<file path="src/rtl/imem_loader_pkg.sv">
// Shared types and sizes for the instruction-memory loader.
// Latency: n/a (types and constants only).
// Backpressure: n/a.
//
// Holds the loader state encoding and the default memory geometry.
// The optional end-of-program checksum is enabled by the IMEM_LOADER_CHECKSUM_EN macro.
package imem_loader_pkg;

    localparam int IMEM_ADDR_W    = 6;
    localparam int IMEM_DEPTH     = 64;
    localparam int IMEM_DATA_W    = 32;
    localparam int BYTES_PER_WORD = IMEM_DATA_W / 8;

    typedef enum logic [2:0] {
        ST_IDLE,
        ST_RECV,
        ST_WRITE,
        ST_CHECK,
        ST_DONE
    } state_t;

endpackage

</file>
<file path="src/rtl/imem_loader_byte_assembler.sv">
// Packs a byte stream into big-endian words (first byte lands in the top byte).
// Latency: word/word_valid are combinational with the byte that completes the word.
// Backpressure: none internally; the caller only asserts accept when it can take the byte.
//
// Ports:
//   clk, rst          clock, synchronous active-high reset
//   clr               restart assembly (drops any partial word and the running XOR)
//   accept, byte_in   one byte is taken on a clock edge when accept=1
//   word, word_valid  assembled word including this cycle's byte; valid on the last byte
//   xor_sum           running XOR of every accepted byte (only with IMEM_LOADER_CHECKSUM_EN)
module imem_loader_byte_assembler
    import imem_loader_pkg::*;
#(
    parameter int BPW = BYTES_PER_WORD
) (
    input  logic               clk,
    input  logic               rst,
    input  logic               clr,
    input  logic               accept,
    input  logic [7:0]         byte_in,
    output logic [BPW*8-1:0]   word,
    output logic               word_valid
`ifdef IMEM_LOADER_CHECKSUM_EN
    ,
    output logic [7:0]         xor_sum
`endif
);

    localparam int W     = BPW * 8;
    localparam int CNT_W = (BPW > 1) ? $clog2(BPW) : 1;
    localparam logic [CNT_W-1:0] LAST_BYTE = CNT_W'(BPW - 1);

    logic [W-1:0]     shift_q, shift_d;
    logic [CNT_W-1:0] cnt_q, cnt_d;
`ifdef IMEM_LOADER_CHECKSUM_EN
    logic [7:0]       xor_q, xor_d;
`endif

    always_comb begin
        shift_d    = shift_q;
        cnt_d      = cnt_q;
        word_valid = 1'b0;
`ifdef IMEM_LOADER_CHECKSUM_EN
        xor_d      = xor_q;
`endif
        if (clr) begin
            shift_d = '0;
            cnt_d   = '0;
`ifdef IMEM_LOADER_CHECKSUM_EN
            xor_d   = '0;
`endif
        end else if (accept) begin
            shift_d = {shift_q[W-9:0], byte_in};
`ifdef IMEM_LOADER_CHECKSUM_EN
            xor_d   = xor_q ^ byte_in;
`endif
            if (cnt_q == LAST_BYTE) begin
                cnt_d      = '0;
                word_valid = 1'b1;
            end else begin
                cnt_d = cnt_q + CNT_W'(1);
            end
        end
    end

    // Expose the post-shift value so the completed word can be registered
    // on the same edge that takes its last byte.
    assign word = shift_d;
`ifdef IMEM_LOADER_CHECKSUM_EN
    assign xor_sum = xor_q;
`endif

    always_ff @(posedge clk) begin
        if (rst) begin
            shift_q <= '0;
            cnt_q   <= '0;
`ifdef IMEM_LOADER_CHECKSUM_EN
            xor_q   <= '0;
`endif
        end else begin
            shift_q <= shift_d;
            cnt_q   <= cnt_d;
`ifdef IMEM_LOADER_CHECKSUM_EN
            xor_q   <= xor_d;
`endif
        end
    end

endmodule

</file>
<file path="src/rtl/imem_loader.sv">
// Loads a program from a byte stream into instruction memory and holds the core until done.
// Latency: last byte of a word taken at edge N -> mem_we high for the cycle after N.
// Backpressure: in_ready is low outside RECV/CHECK (including every WRITE cycle); bytes wait.
//
// Ports:
//   clk, rst                  clock, synchronous active-high reset
//   start, word_count         begin a load of word_count words (IDLE/DONE only)
//   in_valid, in_byte, in_ready  byte stream handshake
//   mem_we, mem_addr, mem_wdata  instruction memory write port
//   core_hold, busy, done, error status (all registered)
// Optional: define IMEM_LOADER_CHECKSUM_EN to require a trailing XOR checksum byte.
module imem_loader
    import imem_loader_pkg::*;
#(
    parameter int ADDR_W = IMEM_ADDR_W,
    parameter int DATA_W = IMEM_DATA_W,
    parameter int DEPTH  = IMEM_DEPTH
) (
    input  logic              clk,
    input  logic              rst,
    input  logic              start,
    input  logic [ADDR_W:0]   word_count,
    input  logic              in_valid,
    input  logic [7:0]        in_byte,
    output logic              in_ready,
    output logic              mem_we,
    output logic [ADDR_W-1:0] mem_addr,
    output logic [DATA_W-1:0] mem_wdata,
    output logic              core_hold,
    output logic              busy,
    output logic              done,
    output logic              error
);

    localparam logic [ADDR_W:0] DEPTH_CNT = DEPTH[ADDR_W:0];

    state_t            state_q, state_d;
    logic [ADDR_W:0]   wc_q, wc_d;
    logic [ADDR_W:0]   word_cnt_q, word_cnt_d;
    logic              mem_we_q, mem_we_d;
    logic [ADDR_W-1:0] mem_addr_q, mem_addr_d;
    logic [DATA_W-1:0] mem_wdata_q, mem_wdata_d;
    logic              in_ready_q, in_ready_d;
    logic              core_hold_q, core_hold_d;
    logic              busy_q, busy_d;
    logic              done_q, done_d;
    logic              error_q, error_d;

    logic              can_start;
    logic              wc_valid;
    logic              start_ok;
    logic              asm_accept;
    logic [DATA_W-1:0] asm_word;
    logic              asm_word_vld;
`ifdef IMEM_LOADER_CHECKSUM_EN
    logic [7:0]        asm_xor;
`endif

    assign can_start  = (state_q == ST_IDLE) || (state_q == ST_DONE);
    assign wc_valid   = (word_count != '0) && (word_count <= DEPTH_CNT);
    assign start_ok   = start && can_start && wc_valid;
    // Program bytes only; the checksum byte in CHECK must not enter the assembler.
    assign asm_accept = in_valid && in_ready_q && (state_q == ST_RECV);

    imem_loader_byte_assembler #(
        .BPW        (DATA_W / 8)
    ) u_asm (
        .clk        (clk),
        .rst        (rst),
        .clr        (start_ok),
        .accept     (asm_accept),
        .byte_in    (in_byte),
        .word       (asm_word),
        .word_valid (asm_word_vld)
`ifdef IMEM_LOADER_CHECKSUM_EN
        ,
        .xor_sum    (asm_xor)
`endif
    );

    always_comb begin
        state_d     = state_q;
        wc_d        = wc_q;
        word_cnt_d  = word_cnt_q;
        mem_addr_d  = mem_addr_q;
        mem_wdata_d = mem_wdata_q;
        error_d     = error_q;

        case (state_q)
            ST_IDLE, ST_DONE: begin
                if (start) begin
                    if (wc_valid) begin
                        wc_d       = word_count;
                        word_cnt_d = '0;
                        mem_addr_d = '0;
                        error_d    = 1'b0;
                        state_d    = ST_RECV;
                    end else begin
                        // A rejected start also retracts a previous done.
                        error_d = 1'b1;
                        state_d = ST_IDLE;
                    end
                end
            end
            ST_RECV: begin
                if (asm_word_vld) begin
                    mem_wdata_d = asm_word;
                    state_d     = ST_WRITE;
                end
            end
            ST_WRITE: begin
                word_cnt_d = word_cnt_q + 1'b1;
                if (word_cnt_q + 1'b1 == wc_q) begin
                    // Last word: address stays on it, so it never wraps past DEPTH-1.
`ifdef IMEM_LOADER_CHECKSUM_EN
                    state_d = ST_CHECK;
`else
                    state_d = ST_DONE;
`endif
                end else begin
                    mem_addr_d = mem_addr_q + 1'b1;
                    state_d    = ST_RECV;
                end
            end
`ifdef IMEM_LOADER_CHECKSUM_EN
            ST_CHECK: begin
                if (in_valid && in_ready_q) begin
                    if (in_byte == asm_xor) begin
                        state_d = ST_DONE;
                    end else begin
                        error_d = 1'b1;
                        state_d = ST_IDLE;
                    end
                end
            end
`endif
            default: state_d = ST_IDLE;
        endcase

        // Status outputs are registered from the next state so they line up with it.
        mem_we_d    = (state_d == ST_WRITE);
        in_ready_d  = (state_d == ST_RECV) || (state_d == ST_CHECK);
        busy_d      = (state_d == ST_RECV) || (state_d == ST_WRITE) || (state_d == ST_CHECK);
        done_d      = (state_d == ST_DONE);
        core_hold_d = (state_d != ST_DONE);
    end

    always_ff @(posedge clk) begin
        if (rst) begin
            state_q     <= ST_IDLE;
            wc_q        <= '0;
            word_cnt_q  <= '0;
            mem_we_q    <= 1'b0;
            mem_addr_q  <= '0;
            mem_wdata_q <= '0;
            in_ready_q  <= 1'b0;
            core_hold_q <= 1'b1;
            busy_q      <= 1'b0;
            done_q      <= 1'b0;
            error_q     <= 1'b0;
        end else begin
            state_q     <= state_d;
            wc_q        <= wc_d;
            word_cnt_q  <= word_cnt_d;
            mem_we_q    <= mem_we_d;
            mem_addr_q  <= mem_addr_d;
            mem_wdata_q <= mem_wdata_d;
            in_ready_q  <= in_ready_d;
            core_hold_q <= core_hold_d;
            busy_q      <= busy_d;
            done_q      <= done_d;
            error_q     <= error_d;
        end
    end

    assign in_ready  = in_ready_q;
    assign mem_we    = mem_we_q;
    assign mem_addr  = mem_addr_q;
    assign mem_wdata = mem_wdata_q;
    assign core_hold = core_hold_q;
    assign busy      = busy_q;
    assign done      = done_q;
    assign error     = error_q;

endmodule

</file>
<file path="config.mk">
export PLATFORM = sky130hd
export DESIGN_NAME = imem_loader
export DESIGN_NICKNAME = d
export VERILOG_FILES = /design/src/rtl/imem_loader_pkg.sv /design/src/rtl/imem_loader_byte_assembler.sv /design/src/rtl/imem_loader.sv
export SDC_FILE = /design/constraint.sdc
export NUM_CORES = 1
export LEC_CHECK = 0
export ABC_AREA = 1
export BUFFER_PORTS_ARGS = -buffer_cell sky130_fd_sc_hd__buf_2
export CORE_MARGIN = 5
export CORE_UTILIZATION = 35
export CTS_BUF_LIST = sky130_fd_sc_hd__clkbuf_16
export CTS_CLUSTER_DIAMETER = 80
export DETAILED_ROUTE_END_ITERATION = 8
export PLACE_DENSITY = 0.56
export SLEW_MARGIN = 40
export SYNTH_ARGS = -nofsm -noshare
export SYNTH_HDL_FRONTEND = slang
export SYNTH_SLANG_ARGS = --single-unit
</file>
<file path="constraint.sdc">
create_clock -name clk -period 2.3 [get_ports clk]
set_input_delay 0.345 -clock clk [delete_from_list [all_inputs] [get_ports clk]]
set_output_delay 0.345 -clock clk [all_outputs]
set_load 0.01 [all_outputs]
</file>
Word level (Yosys, flattened, before mapping)
Index checks and enable logic that the tools add are counted.
{"block": "op_classes", "n_addsub": 3, "magnitude_cmp": 1, "n_eq_ne": 13, "mux": 19, "reduce_logical": 19}
{"operator": "32-bit 2-to-1 mux", "count": 2}
{"operator": "6-bit 2-to-1 mux", "count": 3}
{"operator": "7-bit 2-to-1 mux", "count": 2}
{"operator": "7-bit one-hot mux with 2 select lines", "count": 1}
{"operator": "6-bit one-hot mux with 2 select lines", "count": 1}
{"operator": "3-bit by 2-bit == test with 1-bit output, second input constant", "count": 3}
{"operator": "3-bit 2-to-1 mux", "count": 3}
{"operator": "3-bit one-hot mux with 3 select lines", "count": 1}
{"operator": "7-bit by 1-bit adder with 7-bit output, second input constant", "count": 1}
{"operator": "7-bit == test", "count": 1}
{"operator": "7-bit <= comparator, second input constant", "count": 1}
{"operator": "7-bit nonzero test", "count": 1}
{"operator": "6-bit by 1-bit adder with 6-bit output, second input constant", "count": 1}
{"operator": "3-bit by 1-bit == test with 1-bit output, second input constant", "count": 2}
{"operator": "3-bit == test, second input constant", "count": 2}
{"operator": "2-bit inequality test, second input constant", "count": 3}
{"operator": "3-bit AND reduction", "count": 2}
{"operator": "1-bit logical AND", "count": 5}
{"operator": "1-bit 2-to-1 mux", "count": 5}
{"operator": "1-bit logical OR", "count": 4}
{"operator": "2-bit AND reduction", "count": 2}
{"operator": "4-bit AND reduction", "count": 1}
{"operator": "2-bit OR reduction", "count": 2}
{"operator": "3-bit zero test", "count": 1}
{"operator": "5 further kinds", "count": 5}
{"block": "totals", "reg_bits": 95, "in_bits": 19, "output_inout_bits": 44, "wordCells": 68}

Longest topological paths before layout
Gate-level depths: netlist of run 1.
{"block": "depth", "ltp_word": 10, "depth_mapped": 14, "depth_no_buf": 14}

Modules after synthesis
A second synthesis of run 1 with hierarchy kept.
{"block": "unflattened", "hier_cells": 590, "area_unflattened_um2": 4381.7}
{"mod": "imem_loader", "n_inst": 1, "cells_per_inst": 329, "area_per_inst_um2": 2463.6}
{"mod": "imem_loader_byte_assembler", "n_inst": 1, "cells_per_inst": 261, "area_per_inst_um2": 1918.1}

Worst setup path after synthesis of run 1
OpenSTA, ideal clock, no wires.
{"block": "synth_path", "kind": "reg-to-reg", "startpoint": "register word_cnt_q[0]", "endpoint": "register busy_q (netlist: busy)", "arrival_time_ns": 1.549, "required_ns": 2.172, "setup_slack_ns": 0.624, "path_stages_with_launch": 13, "cell_sequence": "dfxtp_1 -> ha_1 -> nand2_2 -> nor2_4 -> nand3_2 -> nand3_1 -> nand2_1 -> nor2_2 -> nand2_2 -> nand2_4 -> nand3_1 -> nor2_1 -> nor2_1"}
{"block": "synth_between", "elab_chain_cells": 7}
{"item": "start, declared", "line": "imem_loader.sv:39", "source": "logic [ADDR_W:0] word_cnt_q, word_cnt_d;"}
{"item": "start signal, assigned", "line": "imem_loader.sv:164", "source": "word_cnt_q <= word_cnt_d;"}
{"item": "7-bit by 1-bit adder with 7-bit output *", "line": "imem_loader.sv:113", "source": "if (word_cnt_q + 1'b1 == wc_q) begin"}
{"item": "7-bit == test *", "line": "imem_loader.sv:113"}
{"item": "3-bit 2-to-1 mux *", "line": "imem_loader.sv:113"}
{"item": "3-bit one-hot mux with 3 select lines *", "line": "imem_loader.sv:89", "source": "case (state_q)"}
{"item": "3-bit by 1-bit == test with 1-bit output / 3-bit by 2-bit == test with 1-bit output (equally long branches)", "line": "imem_loader.sv:143", "source": "busy_d = (state_d == ST_RECV) || (state_d == ST_WRITE) || (state_d == ST_CHECK);"}
{"item": "1-bit logical OR", "line": "imem_loader.sv:143"}
{"item": "1-bit logical OR *", "line": "imem_loader.sv:143"}
{"item": "end signal, assigned", "line": "imem_loader.sv:170", "source": "busy_q <= busy_d;"}
{"item": "end, declared", "line": "imem_loader.sv:45", "source": "logic busy_q, busy_d;"}
Every way passes the cells marked *; elsewhere a longest branch is shown, timed or not.
A chain may end at the register's enable or synchronous reset.

Worst setup path in the final report of run 1
Ends and elaborated chain as after synthesis.

==> out/metrics.yaml, run 1 <==
synth_area_leader_cell: "dfxtp_1"
worst_slew_slack_as_a_fraction_of_its_limit: 0.769
powerDensity_mw_per_mm2: 735
drt-vias-per-instance: 4.73
crit_required_ns: 2.51
starting_density_of_the_core: 0.356
die_height_um: 112
post_cts_hold_buffer_count: 0
routed_wire_length_per_instance_um: 13.0
irDropWorstVdd_mv: 0.386
drt_iter0_drcs: 153
hold_class: "in2reg"
worst_ep_arrival_time_ns: 2.17
timing.final.max_slew_violations: 0
worstSkewPairLatency_ns: 0.33
synth.avg_cell_area_um2: 7.37
antenna_left: 0
top_cell_family_by_delay_on_the_critical_path: "simple AND/OR/NAND/NOR gates"
finalCriticalPeriod_ns: 1.96
number_of_global_route_vias_before_repair: 3181
fraction_of_layout_instances_using_a_drive_strength_above_1: 0.192
design.die.area_mm2: 0.0126
post_synth_and_or_nand_nor_area_fraction: 0.254
tritoncts: "done"
worst_setup_hold_path_clk_slew_ns: 0.06
synthesized_area_fraction_occupied_by_adder_cells: 0.0103
yosys.cell_types.count: 29
run_status: "finished clean"
cts-buffers-inserted: 9
cap_viol_max_count: 0
timing.hold.ws_ns: 0.307
layout.cell_area.non_filler_mm2: 0.00442
final_cells: 692
detailed_place_hpwl_mm: 6.66
netlist_area_mm2: 0.00365
synthMuxAreaShare: 0
n_antenna_cell: 0
main_combinational_cell_family_by_area_after_synthesis: "simple AND/OR/NAND/NOR gates"
grt.total_usage: 0.148
place.gp.congestion: 0.780
post-place-cells: 676
drtPass1Iterations: 4
netlist.area_leader.share: 0.477
ys_seq_elements: 87
antenna_found_initial: 0
cp-end-kind: "register"
hold_viol: 0
fin_setup_tns_ns: 0
post_cts_resize_count: 0
timing.final.crit_share: 0.851
syn_to_final_growth_pct: 21.0
num_vias: 3272
worstPathBufferInverterCount: 0
synth_net_count: 518
port_buffers: 62
rsz0062_at_grt: "no"
layout_commonest_cell: "dfxtp_1"
crit_path_max_fanout: 8
grt_start_max_net_pins: 36
clock-sinks: 87
layout.cells.most_common_list: "dfxtp_1 (87), nand2_1 (82), a21oi_1 (69)"
die_width_um: 112
worstPathCellList: "ha_1 > nand2_2 > nor2_4 > nand3_2 > nand3_1 > nand2_1 > nor2_2 > nand2_2 > nand2_4 > nand3_1 > nor2_1 > nor2_1"
yosysWarnings: 0
synthesis.instances: 496
critical_path.slowest_cell: "dfxtp_1"
synth-compound-area-share: 0.160
timing_worst_slew_pin_value_ns: 0.346
std_cell_rows: 37
cts_root_buffer: "clkbuf_16"
post_cts.repair.setup_buffers: 0
post_synth_main_area_contributors: "dfxtp_1 (48%), a21oi_1 (9.4%), nand2_1 (8.4%)"
finalClockSkew_ns: 0.00809
standard_cell_area_after_detailed_placement_mm2: 0.00410
synth_xor_xnor_area_share: 0.00959
io_pins: 63
grt_overflow: 0
core_area_mm2: 0.0103
path_class: "reg2reg"
ctsHtreeMaxLevel: 3
timing.final.setup_violations: 0
synth_sequential_area_ratio: 0.477
largest_buffer_count_on_any_clock_path: 2
worst_setup_path_start_kind: "register"
grt_pass1_wl_mm: 15.3
critical-path-max-stage-delay_ns: 0.49
p_leak_uw: 0.00185
finalNetCount: 573
fmaxAchievable_ghz: 0.511
routed_wirelength_mm: 8.98
remaining_drc_errors: 0
==> cell type report <==
cell class	instances	area (µm²)
Fill cell	1105	5860
Sequential cell	87	1740
Multi-Input combinational cell	326	1590
Timing Repair Buffer	74	400
Clock buffer	9	225
Inverter	53	199
Tap cell	136	170
Clock inverter	7	95.1
==> through the flow <==
stage	power [µW]	setup slack [ns]	utilization
after floorplan	1670	0.624	-
after global placement	1730	0.360	0.399
after detailed placement	1730	0.354	0.399
after CTS	3290	0.336	0.430
after global routing	3370	0.112	0.430
final	3250	0.342	0.430
==> cell usage after synthesis <==
cell type and count:
nor2_4 2, o22ai_1 1, nand3_2 2, or3_1 1
a21oi_1 69, o21ai_0 42, buf_4 2, nand4_1 19
dfxtp_1 87, nand3_1 31, nor3_1 1, nor2_2 3
ha_1 3, o21bai_2 1, inv_2 4, buf_2 7
nand2_4 1, xnor2_1 3, nand2_1 82, clkinv_1 1
nand2_2 3, xor2_1 1, nor3b_2 1, a31oi_1 2
inv_1 48, nor3_4 1, buf_1 1, clkbuf_1 20
nor2_1 57
==> worst paths after layout <==
check	from	endpoint	slack (ns)	cells past startpoint
max	word_cnt_q[0]	busy	0.34	12
min	word_count[5]	wc_q[5]	0.31	3
max reg2reg	word_cnt_q[0]	busy	0.34	12
min reg2reg	u_asm.shift_q[22]	mem_wdata[30]	0.45	2
==> tightest hold or removal path: stages <==
cell and delay (ns):
buf_2 0.09, o21ai_0 0.07, a21oi_1 0.10
==> state kept, by name (all words and copies together), names as in the netlist <==
signal         cells
busy               1
core_hold          1
u_asm.cnt_q        2
error              1
word_cnt_q         7
mem_addr           6
in_ready           1
mem_we             1
mem_wdata         32
u_asm.shift_q     24
wc_q               7
state_q            3
done               1
==> kinds of logic (layout without fill, tap and decap cells) <==
logic type | Yosys count | in the layout
buf+inv | 83 | 143
fa+ha+maj | 3 | 3
compound gates | 115 | 115
flops | 87 | 87
simple gates | 204 | 204
xor+xnor | 4 | 4
==> power by group <==
group          switching (µW)  internal [µW]  leakage [µW]  total, µW
combinational             111           53.1      0.000992        164
clock                     599            955      0.000158       1550
sequential               10.2           1520      0.000703       1530
==> per-layer routing <==
layer  global-route usage  part of all wire  wire length [µm]
met2                0.243              0.47              4230
met4               0.0657             0.018               161
met1                0.192              0.49              4370
met3               0.0237             0.025               229
met5                    0                 0                 0
(Power assumes the default switching activity.)
==> run 2: changes to the inputs <==
--- a/config.mk
+++ b/config.mk
@@ -9,7 +9,7 @@
 export BUFFER_PORTS_ARGS = -buffer_cell sky130_fd_sc_hd__buf_2
 export CORE_MARGIN = 5
 export CORE_UTILIZATION = 35
-export CTS_BUF_LIST = sky130_fd_sc_hd__clkbuf_16
+export CTS_BUF_LIST = sky130_fd_sc_hd__clkbuf_2 sky130_fd_sc_hd__clkbuf_4 sky130_fd_sc_hd__clkbuf_8
 export CTS_CLUSTER_DIAMETER = 80
 export DETAILED_ROUTE_END_ITERATION = 8
 export PLACE_DENSITY = 0.56
==> run 2 against run 1 <==
Clock skew increased by 0.0019 ns. Count of clock-buffer cells in the layout increased by 1. Highest routed layer unchanged. Total power down 11%. Setup slack got worse by 0.013 ns. Routed wire length is 0.99% lower. Largest cell class unchanged. Global-route usage about the same.
==> out/metrics.yaml, run 2 (synthesized netlist as in run 1, its figures left out) <==
fin_total_pwr_uw: 2910  # -11%
top_cell_family_by_delay_on_the_critical_path: "simple AND/OR/NAND/NOR gates"
io_pins: 63  # unchanged
postLayoutSetupSlackWorst_ns: 0.328  # -0.0134 ns
place.gp.congestion: 0.780  # unchanged
gr-usage-met1: 0.191  # -0.000934
worst_r2r_endpoint: "mem_addr[5]"
worstPathCellList: "ha_1 > nand2_2 > nor2_4 > nand2_1 > nand2_1 > nand2_1 > nand2_1 > nand2_1 > nand2_1 > nor2_1 > nand2_1 > nand3_1 > a21oi_1"
worst_slew_slack_as_a_fraction_of_its_limit: 0.778  # +0.00897
syn_to_final_growth_pct: 18.5
starting_density_of_the_core: 0.356  # unchanged
std_cell_rows: 37  # unchanged
worst_setup_hold_path_clk_slew_ns: 0.09  # +0.03 ns
clock-sinks: 87  # unchanged
largest_buffer_count_on_any_clock_path: 2  # unchanged
cts-buffers-inserted: 9  # unchanged
timing.final.crit_share: 0.857  # +0.00584
finalClockSkew_ns: 0.0100  # +0.00191 ns
hold_path_depth: 3  # unchanged
routed_wirelength_mm: 8.90  # -0.99%
crit_path_max_fanout: 7  # -1
drtPass1Iterations: 4  # unchanged
number_of_global_route_vias_before_repair: 3158  # -0.72%
critical-path-max-stage-delay_ns: 0.51  # +0.02 ns
n_antenna_cell: 0  # unchanged
p_leak_uw: 0.00181  # -2.2%
length_in_cells_of_the_worst_reg_to_reg_path: 13  # +1
layout.cells.most_common_list: "dfxtp_1 (87), nand2_1 (82), a21oi_1 (69)"
antenna_left: 0  # unchanged
post_cts_resize_count: 0  # unchanged
r2r_start: "word_cnt_q[0]"
crit_required_ns: 2.59  # +0.08 ns
grt.total_usage: 0.149  # +0.000467
fillerInstances: 1119  # +1.3%
drt_iter0_drcs: 167  # +9.2%
remaining_drc_errors: 0  # unchanged
ctsHtreeMaxLevel: 3  # unchanged
worstSkewPairLatency_ns: 0.36  # +0.03 ns
cp-end-kind: "register"
hold_viol: 0  # unchanged
rsz0062_at_grt: "no"
number_of_flip_flops_under_the_largest_register_name: 32  # unchanged
grt_pass1_wl_mm: 15.2  # -0.41%
grt_start_max_net_pins: 36  # unchanged
met3_usage: 0.0243  # +0.000539
final_cells: 692  # unchanged
finalCriticalPeriod_ns: 1.97  # +0.0134 ns
layout_commonest_cell: "dfxtp_1"
critical_path.slowest_cell: "dfxtp_1"
path_class: "reg2reg"
crit_cells: 13  # +1
num_vias: 3292  # +0.61%
die_width_um: 112  # unchanged
timing.final.max_slew_violations: 0  # unchanged
drt-vias-per-instance: 4.76  # +0.61%
multi_input_comb_area_mm2: 0.00159  # unchanged
reg2reg_setup_slack_ns: 0.33  # about the same
irDropWorstVdd_mv: 0.286  # -26%
timing.critical_path.to: "mem_addr[5]"
detailedPlace.worstSlack_ns: 0.354  # unchanged
fraction_of_layout_instances_using_a_drive_strength_above_1: 0.194  # +0.00180
port_buffers: 62  # unchanged
timing.final.setup_violations: 0  # unchanged
post-place-cells: 676  # unchanged
startpoint: "word_cnt_q[0]"
post_cts_hold_buffer_count: 0  # unchanged
finalNetCount: 573  # unchanged
run_status: "finished clean"
critPathMostFrequentCell: "nand2_1"
cts_root_buffer: "clkbuf_8"
detailed_place_hpwl_mm: 6.66  # unchanged
global_route.usage.met2: 0.242  # -0.000795
core_area_mm2: 0.0103  # unchanged
routed_wire_length_per_instance_um: 12.9  # -0.99%
timing_worst_slew_pin_value_ns: 0.331  # -0.0155 ns
worstPathBufferInverterCount: 0  # unchanged
ff_latch_area_mm2: 0.00174  # unchanged
hold_class: "in2reg"
fin_setup_tns_ns: 0  # unchanged
design.die.area_mm2: 0.0126  # unchanged
tritoncts: "done"
cap_viol_max_count: 0  # unchanged
powerDensity_mw_per_mm2: 671  # -8.7%
post_cts.repair.setup_buffers: 0  # unchanged
grt_overflow: 0  # unchanged
worst_ep_arrival_time_ns: 2.26  # +0.09 ns
gr-max-usage-layer: "met2"
die_height_um: 112  # unchanged
worst_setup_path_start_kind: "register"
antenna_found_initial: 0  # unchanged
layout_utilization: 0.421  # -0.00889
fmaxAchievable_ghz: 0.507  # -0.68%
-- run 2: area by class of cell --
class                      instances  share of cell area
clock inverter                     6              0.0211
sequential                        87               0.402
inverter                          53              0.0459
tap                              136              0.0393
multi-input combinational        326               0.367
clock buffer                      10              0.0318
timing repair buffer              74              0.0925
-- run 2: worst register-to-register path, delay by kind of cell (launching register included) --
kind	cells	cell delay, ns
AO/OA/AOI/OAI	1	0.15
adder cells (fa/ha/maj)	1	0.29
flip-flops	1	0.51
AND/OR/NAND/NOR	11	0.95
-- run 2: worst min-delay path by stage --
stage | start | to | slack [ns]
detailed placement | u_asm.shift_q[22] | mem_wdata[30] | 0.44
global placement | u_asm.shift_q[22] | mem_wdata[30] | 0.44
global route | start | error | 0.27
floorplan | rst | in_ready | 0.41
finish | start | error | 0.27
CTS | word_count[5] | wc_q[5] | 0.25
-- run 2: metal layers --
layer,up-vias,routed length [µm]
li1,1734,-
met1,1473,4270
met2,73,4130
met3,12,298
met4,0,198
met5,-,0
-- run 2: report_power, final --
group          internal [µW]  total, µW  switching [µW]
Combinational           53.1        163             110
Clock                    649       1210             564
Sequential              1520       1530            10.1
Total                   2220       2910             684
-- run 2: stage by stage --
step	instance area, µm²	hold WS [ns]
4_1_cts	4330	0.250
3_3_place_gp	4100	0.437
3_5_place_dp	4100	0.440
6_report	4330	0.273
5_1_grt	4330	0.272
2_1_floorplan	3650	0.414
==> run 3: changes to the inputs <==
--- a/config.mk
+++ b/config.mk
@@ -7,12 +7,15 @@
 export LEC_CHECK = 0
 export ABC_AREA = 1
 export BUFFER_PORTS_ARGS = -buffer_cell sky130_fd_sc_hd__buf_2
+export CELL_PAD_IN_SITES_DETAIL_PLACEMENT = 1
+export CELL_PAD_IN_SITES_GLOBAL_PLACEMENT = 1
 export CORE_MARGIN = 5
 export CORE_UTILIZATION = 35
 export CTS_BUF_LIST = sky130_fd_sc_hd__clkbuf_2 sky130_fd_sc_hd__clkbuf_4 sky130_fd_sc_hd__clkbuf_8
 export CTS_CLUSTER_DIAMETER = 80
 export DETAILED_ROUTE_END_ITERATION = 8
-export PLACE_DENSITY = 0.56
+export GPL_TIMING_DRIVEN = 1
+export PLACE_DENSITY = 0.72
 export SLEW_MARGIN = 40
 export SYNTH_ARGS = -nofsm -noshare
 export SYNTH_HDL_FRONTEND = slang
==> run 3 against run 2 <==
Cell area shrank 0.35%. Total power is 3.4% lower. Combinational power rose by 4%. Utilization decreased by 0.15 points. Sequential power barely moved. Clock skew decreased by 0.0010 ns. Register-to-register slack worse by 0.06 ns. Flip-flop and latch count unchanged. Routed wire length is 11% higher. Clock power is 8% lower. Maximum frequency fell by 2.8%. Critical path depth did not move. Critical path type unchanged. Critical endpoint is now mem_addr[3].
==> out/metrics.yaml, run 3 (synthesized netlist as in run 1, its figures left out) <==
run_status: "finished clean"
port_buffers: 62  # unchanged
largest_buffer_count_on_any_clock_path: 2  # unchanged
tritoncts: "done"
worst_ep_arrival_time_ns: 2.32  # +0.06 ns
cap_viol_max_count: 0  # unchanged
top_signal_layer_used: "met4"
timing_worst_slew_pin_value_ns: 0.351  # +0.0202 ns
fraction_of_layout_instances_using_a_drive_strength_above_1: 0.194  # unchanged
drt_iter0_drcs: 150  # -10%
num_vias: 3378  # +2.6%
design.die.area_mm2: 0.0126  # unchanged
std_cell_rows: 37  # unchanged
finalCriticalPeriod_ns: 2.03  # +0.0558 ns
grt.total_usage: 0.164  # +0.0151
place.gp.congestion: 0.782  # +0.21%
m1WireLength_mm: 4.65  # +9.0%
die_height_um: 112  # unchanged
syn_to_final_growth_pct: 18.1
path_class: "reg2reg"
grt_pass1_wl_mm: 17.1  # +12%
timing.final.setup_violations: 0  # unchanged
routed_wire_length_per_instance_um: 14.3  # +11%
fmaxAchievable_ghz: 0.493  # -2.8%
irDropWorstVdd_mv: 0.241  # -16%
number_of_global_route_vias_before_repair: 3560  # +13%
drt-vias-per-instance: 4.88  # +2.6%
hold_viol: 0  # unchanged
finalNetCount: 574  # +0.17%
fin_setup_tns_ns: 0  # unchanged
layout_utilization: 0.420  # -0.00146
hold_class: "in2reg"
crit_required_ns: 2.59  # about the same
worst_setup_hold_path_clk_slew_ns: 0.08  # about the same
remaining_drc_errors: 0  # unchanged
grt_overflow: 0  # unchanged
worst_setup_path_start_kind: "register"
wl_met2_mm: 4.74  # +15%
timing.final.max_slew_violations: 0  # unchanged
post_cts_hold_buffer_count: 0  # unchanged
number_of_flip_flops_under_the_largest_register_name: 32  # unchanged
worstSkewPairLatency_ns: 0.36  # about the same
cp-end-kind: "register"
post_cts.repair.setup_buffers: 0  # unchanged
clock-sinks: 87  # unchanged
timing.final.crit_share: 0.882  # +0.0243
starting_density_of_the_core: 0.356  # unchanged
detailed_place_hpwl_mm: 7.27  # +9.2%
ctsHtreeMaxLevel: 3  # unchanged
antenna_found_initial: 0  # unchanged
detailroute.wirelength.met3_um: 280  # -6.0%
cts-buffers-inserted: 9  # unchanged
reg2reg_setup_slack_ns: 0.27  # -0.06 ns
layout_commonest_cell: "dfxtp_1"
layout.cells.most_common_list: "dfxtp_1 (87), nand2_1 (82), a21oi_1 (69)"
powerDensity_mw_per_mm2: 651  # -3.0%
io_pins: 63  # unchanged
core_area_mm2: 0.0103  # unchanged
p_leak_uw: 0.00180  # -0.60%
cts_root_buffer: "clkbuf_8"
grt_start_max_net_pins: 39  # +8.3%
drtPass1Iterations: 4  # unchanged
post-place-cells: 677  # +0.15%
rsz0062_at_grt: "no"
antenna_left: 0  # unchanged
post_cts_resize_count: 0  # unchanged
routed_wirelength_mm: 9.91  # +11%
crit_path_max_fanout: 7  # unchanged
die_width_um: 112  # unchanged
worst_slew_slack_as_a_fraction_of_its_limit: 0.766  # -0.0121
fin_total_pwr_uw: 2810  # -3.4%
n_antenna_cell: 0  # unchanged
finalClockSkew_ns: 0.00896  # -0.00104 ns
final_cells: 692  # unchanged
-- run 3: cell count changes in the layout (fill, tap and decap cells not counted), sizes merged --
cell	delta
clkinvlp	+1
bufinv	-1
buf	+1
clkbuf	+1
inv	-2
-- run 3: per-stage QoR --
step | worst slack (ns) | hold WS [ns] | area (µm²)
floorplan | 0.624 | 0.414 | 3650
global placement | 0.362 | 0.438 | 4110
detailed placement | 0.293 | 0.443 | 4110
CTS | 0.254 | 0.268 | 4320
global route | 0.0524 | 0.292 | 4320
finish | 0.272 | 0.268 | 4320
-- run 3: final timing paths --
check | startpoint | end | cells past startpoint
max | word_cnt_q[0] | mem_addr[3] | 13
min | start | error | 3
max reg2reg | word_cnt_q[0] | mem_addr[3] | 13
min reg2reg | u_asm.shift_q[20] | mem_wdata[28] | 2
-- run 3: worst max-delay path, stage by stage (launching register included) --
cell and delay, ns:
dfxtp_1 0.50, ha_1 0.28, nand2_2 0.11, nor2_4 0.16, nand2_1 0.10, nand2_1 0.11
nand2_1 0.08, nand2_1 0.06, nand2_1 0.04, nand2_1 0.05, nor2_1 0.04, nand2_1 0.15
nand3_1 0.12, a21oi_1 0.14
-- run 3: power breakdown --
part	internal [µW]	total [µW]	switching (µW)
clock network	559	1110	549
logic	54.3	170	116
registers	1520	1530	10.5
-- run 3: cell type report --
class	count	area [µm²]
Multi-Input combinational cell	326	1590
Timing Repair Buffer	75	408
Clock buffer	11	151
Inverter	53	199
Sequential cell	87	1740
Clock inverter	4	55.1
Fill cell	1325	5960
Tap cell	136	170
-- run 3: layer usage --
layer | up-vias | track usage
li1 | 1723 | -
met3 | 17 | 0.0275
met1 | 1590 | 0.209
met5 | - | 0
met2 | 48 | 0.272
met4 | 0 | 0.0729
